<file path="src/rtl/fifo_pkg.sv">
// fifo_pkg
//   Shared types and helpers for the FIFO drain path.
//   - unpack_state_t : FSM state encoding for fifo_byte_unpacker
//   - BYTE_W         : width of one output byte
//   - unpack_bytes() : number of bytes carried by one FIFO word
package fifo_pkg;

  localparam int BYTE_W = 8;

  typedef enum logic [1:0] {
    IDLE = 2'd0,
    WAIT = 2'd1,
    SEND = 2'd2,
    CSUM = 2'd3
  } unpack_state_t;

  function automatic int unpack_bytes(input int data_width);
    return data_width / BYTE_W;
  endfunction

endpackage

</file>
<file path="src/rtl/fifo_byte_unpacker.sv">
// fifo_byte_unpacker
//   Pops DATA_WIDTH-bit words from fifo_sync and emits them LSB byte first
//   on an 8-bit valid/ready stream, counting completed frames.
//   Optional feature macro: FIFO_UNPACK_CHECKSUM_EN appends one XOR
//   checksum byte per word and moves m_last onto it.
//   Ports:
//     clk, rst_n             clock, asynchronous active-low reset
//     fifo_empty, fifo_data  FIFO empty flag and read data
//     fifo_cs, fifo_rd_en    FIFO chip select and read strobe
//     m_valid, m_data,       byte stream toward the consumer
//     m_ready, m_last
//     words_sent             completed-frame counter, wraps silently
module fifo_byte_unpacker
  import fifo_pkg::*;
#(
  parameter int DATA_WIDTH = 32,
  parameter int CNT_WIDTH  = 16
) (
  input  logic                  clk,
  input  logic                  rst_n,
  input  logic                  fifo_empty,
  input  logic [DATA_WIDTH-1:0] fifo_data,
  output logic                  fifo_cs,
  output logic                  fifo_rd_en,
  output logic                  m_valid,
  output logic [7:0]            m_data,
  input  logic                  m_ready,
  output logic                  m_last,
  output logic [CNT_WIDTH-1:0]  words_sent
);

  localparam int BYTES = unpack_bytes(DATA_WIDTH);
  localparam int IDX_W = (BYTES > 1) ? $clog2(BYTES) : 1;
  localparam logic [IDX_W-1:0] LAST_IDX = IDX_W'(BYTES - 1);

  generate
    if ((DATA_WIDTH % BYTE_W) != 0 || DATA_WIDTH < BYTE_W) begin : g_bad_width
      $error("fifo_byte_unpacker: DATA_WIDTH must be a multiple of 8 and at least 8");
    end
  endgenerate

  unpack_state_t          state_reg;
  logic [DATA_WIDTH-1:0]  shreg_reg;
  logic [DATA_WIDTH-1:0]  shreg_shifted;
  logic [IDX_W-1:0]       idx_reg;
  logic                   cs_reg;
  logic                   m_valid_reg;
  logic                   m_last_reg;
  logic [7:0]             m_data_reg;
  logic [CNT_WIDTH-1:0]   words_sent_reg;
  logic                   handshake;
`ifdef FIFO_UNPACK_CHECKSUM_EN
  logic [7:0]             csum_reg;
`endif

  assign fifo_cs       = cs_reg;
  assign m_valid       = m_valid_reg;
  assign m_last        = m_last_reg;
  assign m_data        = m_data_reg;
  assign words_sent    = words_sent_reg;
  assign handshake     = m_valid_reg && m_ready;
  assign shreg_shifted = shreg_reg >> BYTE_W;

  // The only combinational output: the pop is requested in the same IDLE
  // cycle that sees the FIFO non-empty. cs_reg keeps it low in reset.
  assign fifo_rd_en = cs_reg && (state_reg == IDLE) && !fifo_empty;

  always_ff @(posedge clk or negedge rst_n) begin
    if (!rst_n) begin
      state_reg      <= IDLE;
      shreg_reg      <= '0;
      idx_reg        <= '0;
      cs_reg         <= 1'b0;
      m_valid_reg    <= 1'b0;
      m_last_reg     <= 1'b0;
      m_data_reg     <= '0;
      words_sent_reg <= '0;
`ifdef FIFO_UNPACK_CHECKSUM_EN
      csum_reg       <= '0;
`endif
    end else begin
      cs_reg <= 1'b1;
      case (state_reg)
        IDLE: begin
          if (fifo_rd_en) begin
            state_reg <= WAIT;
          end
        end

        // Read data from the FIFO is valid now, one cycle after the pop.
        WAIT: begin
          shreg_reg   <= fifo_data;
          idx_reg     <= '0;
          m_valid_reg <= 1'b1;
          m_data_reg  <= fifo_data[7:0];
`ifdef FIFO_UNPACK_CHECKSUM_EN
          m_last_reg  <= 1'b0;
          csum_reg    <= '0;
`else
          m_last_reg  <= (BYTES == 1);
`endif
          state_reg   <= SEND;
        end

        // m_data_reg always mirrors shreg_reg[7:0] here, so the byte on the
        // bus holds still until the consumer takes it.
        SEND: begin
          if (handshake) begin
            shreg_reg <= shreg_shifted;
            idx_reg   <= idx_reg + 1'b1;
`ifdef FIFO_UNPACK_CHECKSUM_EN
            csum_reg  <= csum_reg ^ shreg_reg[7:0];
`endif
            if (idx_reg == LAST_IDX) begin
`ifdef FIFO_UNPACK_CHECKSUM_EN
              state_reg  <= CSUM;
              m_data_reg <= csum_reg ^ shreg_reg[7:0];
              m_last_reg <= 1'b1;
`else
              state_reg      <= IDLE;
              m_valid_reg    <= 1'b0;
              m_last_reg     <= 1'b0;
              m_data_reg     <= '0;
              words_sent_reg <= words_sent_reg + 1'b1;
`endif
            end else begin
              m_data_reg <= shreg_shifted[7:0];
`ifdef FIFO_UNPACK_CHECKSUM_EN
              m_last_reg <= 1'b0;
`else
              m_last_reg <= (idx_reg == LAST_IDX - 1'b1);
`endif
            end
          end
        end

`ifdef FIFO_UNPACK_CHECKSUM_EN
        CSUM: begin
          if (handshake) begin
            state_reg      <= IDLE;
            m_valid_reg    <= 1'b0;
            m_last_reg     <= 1'b0;
            m_data_reg     <= '0;
            words_sent_reg <= words_sent_reg + 1'b1;
          end
        end
`endif

        default: begin
          state_reg <= IDLE;
        end
      endcase
    end
  end

endmodule

</file>
<file path="config.mk">
export PLATFORM = sky130hd
export DESIGN_NAME = fifo_byte_unpacker
export DESIGN_NICKNAME = d
export VERILOG_FILES = /design/src/rtl/fifo_pkg.sv /design/src/rtl/fifo_byte_unpacker.sv
export SDC_FILE = /design/constraint.sdc
export NUM_CORES = 1
export LEC_CHECK = 0
export BUFFER_PORTS_ARGS = -buffer_cell sky130_fd_sc_hd__buf_2
export CAP_MARGIN = 0
export CORE_UTILIZATION = 52
export CTS_CLUSTER_SIZE = 40
export DETAILED_ROUTE_END_ITERATION = 8
export GPL_TIMING_DRIVEN = 0
export MAX_ROUTING_LAYER = met4
export PLACE_DENSITY = 0.86
export RECOVER_POWER = 100
export SLEW_MARGIN = 20
export SYNTH_ARGS = -nofsm -noshare
export SYNTH_HDL_FRONTEND = slang
export SYNTH_SLANG_ARGS = --single-unit
</file>
<file path="constraint.sdc">
create_clock -name clk -period 2 [get_ports clk]
set_input_delay 0.3 -clock clk [delete_from_list [all_inputs] [get_ports clk]]
set_output_delay 0.3 -clock clk [all_outputs]
set_load 0.01 [all_outputs]
</file>
==> results.json <==
{
  "fin_util_pct": 64.8,
  "start_util_pct": 54.9,
  "slew_headroom_pct": 12.7,
  "largest_register_ffs": 24,
  "drtAntennaViolNets": 0,
  "worstPathArrival_ns": 1.97,
  "avgSynthCellArea_um2": 10.5,
  "yosysTopAreaCellShare_pct": 56.4,
  "fin_tns_setup_ns": 0,
  "synth.ff_latch_count": 55,
  "seq_area_um2": 1380,
  "grt_pass1_vias": 1810,
  "cts-hold-fix-buffers": 0,
  "period_needed_ns": 1.73,
  "drt-pass1-iter-count": 6,
  "grt_pass1_wl_mm": 8.27,
  "tightest_slew_ns": 1.31,
  "yosysSeqAreaShare_pct": 56.4,
  "slew_violations": 0,
  "cts_buffers": 5,
  "clock_tree.htree_level_count": 2,
  "wl_per_cell_um": 13.8,
  "fin_crit_sh_pct": 86.4,
  "holdWs_ns": 0.154,
  "timing_worst_setup_path_type": "reg -> reg",
  "antennaDiodeCount": 0,
  "areaGrowthSynthToFinish_pct": 18.0,
  "overflow": 0,
  "gp_congestion": 0.780,
  "rows": 24,
  "cts_tree": "done",
  "hold_path.startpoint": "fifo_empty",
  "clk_latency_ns": 0.31,
  "cts.sinks": 55,
  "crit_fanout": 7,
  "synth_area_leader_cell": "dfrtp_1",
  "post_cts_resized": 0,
  "critical_path.startpoint_type": "flop",
  "yosysUniqueCellTypes": 30,
  "status": "finished with violations",
  "cts_max_path_buffers": 2,
  "irDropWorstVdd_mv": 0.576,
  "postPlaceCellArea_um2": 2820,
  "nNetsFinal": 341,
  "max_cap_viol_count": 0,
  "synth_cells": 232,
  "multi_input_area_um2": 977,
  "rsz0062_at_grt": "false",
  "pin_count": 64,
  "grtUsageTotal_pct": 22.1,
  "post_cts_buffers": 0,
  "critPathBufInv": 1,
  "dp_hpwl_mm": 3.47,
  "cts_root_buf": "clkbuf_8",
  "slowest_delay_ns": 0.44,
  "antenna_found_initial": 0,
  "grt_start_max_net_pins": 56,
  "startpoint": "state_reg[0]",
  "layout-drive-gt1-share_pct": 16.2,
  "routed_wl_mm": 4.90,
  "p_leak_nw": 1.41,
  "port_buffers": 63,
  "cpMaxStageDelayCell": "dfrtp_1",
  "clkTransAtPathRegs_ns": 0.10,
  "violations": "design-rule violations",
  "final_area_um2": 2880,
  "min_path_type": "in -> reg",
  "worst_slack_ns": 0.273,
  "syn_area_um2": 2440,
  "fillers": 379,
  "dp_slack_ns": 0.381,
  "achievable-frequency_ghz": 0.579,
  "fp.dieH_um": 70.5,
  "syn_nets": 271,
  "cp-end-kind": "flop",
  "worst_r2r_startpoint": "state_reg[0]",
  "dieArea_um2": 4970,
  "p_per_area_nw_per_um2": 1220,
  "viasPerCell": 5.19,
  "path_cells": "nand4b_1 -> or2_0 -> clkbuf_2 -> nor4_4 -> xor2_1",
  "synthTopCellsByArea": "dfrtp_1 56%, nand2_1 7.1%, mux2i_1 6.6%",
  "finalSetupViolCount": 0,
  "hold_violations": 0,
  "yosys_warnings": 0,
  "skew_ns": 0.00584,
  "critPathTopFamily": "simple AND/OR/NAND/NOR gates",
  "vias": 1836,
  "drcViolationCount": 10,
  "die_w_um": 70.5,
  "core-area_um2": 4440,
  "drt-initial-drc-count": 140,
  "cp.required_ns": 2.24
}
[logic make-up (layout without fill, tap and decap cells)]
family                     after synthesis  count (layout)  synth area share [%]
and+or+nand+nor                         87              87                  17.8
DFF                                     55              55                  56.4
AOI/OAI and AO/OA                       37              37                  8.41
muxes                                   17              17                  7.02
buffers and inverters                   17              87                  3.33
xor gates and xnor gates                15              15                  5.38
adders and majority gates                3               3                  1.54
other                                    1               1                 0.154
[per-layer routing]
| layer | vias to the layer above | track usage (%) | share of wire (%) |
|---|---|---|---|
| met5 | - | - | 0 |
| met4 | 0 | 8.62 | 1.6 |
| met3 | 9 | 3.03 | 3.5 |
| met2 | 38 | 35.3 | 49 |
| met1 | 858 | 28.8 | 46 |
| li1 | 931 | - | - |
[stage by stage]
stage | std cells | total power, mW
6_report | 354 | 3.52
3_3_place_gp | 347 | 2.79
3_5_place_dp | 347 | 2.85
2_1_floorplan | 232 | 2.46
4_1_cts | 354 | 3.56
5_1_grt | 354 | 3.75
[where the power goes]
part	internal, mW	switching, mW	total (mW)	leakage (nW)
Combinational	0.445	0.657	1.10	0.650
Clock	0.366	0.350	0.716	0.0502
Sequential	1.48	0.226	1.70	0.711
Total	2.29	1.23	3.52	1.41
[area by class of cell]
class | count | area share [%]
timing repair buffer | 63 | 9.73
buffer | 12 | 1.95
clock buffer | 5 | 2.39
inverter | 5 | 0.652
sequential | 55 | 47.8
clock inverter | 2 | 1.30
multi-input combinational | 160 | 33.9
tap | 52 | 2.26
[synthesized netlist by cell type, drive strengths merged]
| cell | instances |
|---|---|
| dfrtp | 55 |
| nand2 | 46 |
| o21ai | 29 |
| mux2i | 16 |
| nand3 | 12 |
| xor2 | 10 |
| a22oi | 8 |
| clkbuf | 7 |
| nor3 | 6 |
| buf | 5 |
| inv | 5 |
| nand4 | 5 |
| xnor2 | 5 |
| ha | 3 |
| nor2 | 3 |
| and2 | 2 |
| and4 | 2 |
| nand2b | 2 |
| nor2b | 2 |
| nor4b | 2 |
| and3 | 1 |
| conb | 1 |
| mux2 | 1 |
| nand4b | 1 |
| nor3b | 1 |
| nor4 | 1 |
| or2 | 1 |
[cells in the final DEF (no fill, tap or decap), types with 2 or more instances in the layout]
master	netlist	routed
nand4_1	5	5
nand2_1	46	46
nor2_1	3	3
and4_1	2	2
nor3_1	6	6
buf_4	2	2
a22oi_1	8	8
buf_2	2	36
nor2b_1	2	2
clkbuf_8	0	5
nor4b_1	2	2
clkbuf_2	0	2
dfrtp_1	55	55
ha_1	3	3
xnor2_1	5	5
and2_0	1	2
mux2i_1	16	16
o21ai_0	29	29
nand2b_1	2	2
clkbuf_1	7	35
inv_1	5	5
xor2_1	10	10
nand3_1	12	12
[path summary, 6_finish.rpt]
kind	endpoint	slack [ns]	cells after the start
max in group asynchronous	m_last	0.95	1
hold / removal	state_reg[0]	0.15	2
hold reg to reg	words_sent[15]	0.48	1
min in group asynchronous	words_sent[11]	0.27	1
setup / recovery	words_sent[15]	0.27	5
setup reg to reg	words_sent[15]	0.27	5
No activity file was read; power rests on OpenSTA's default activity.
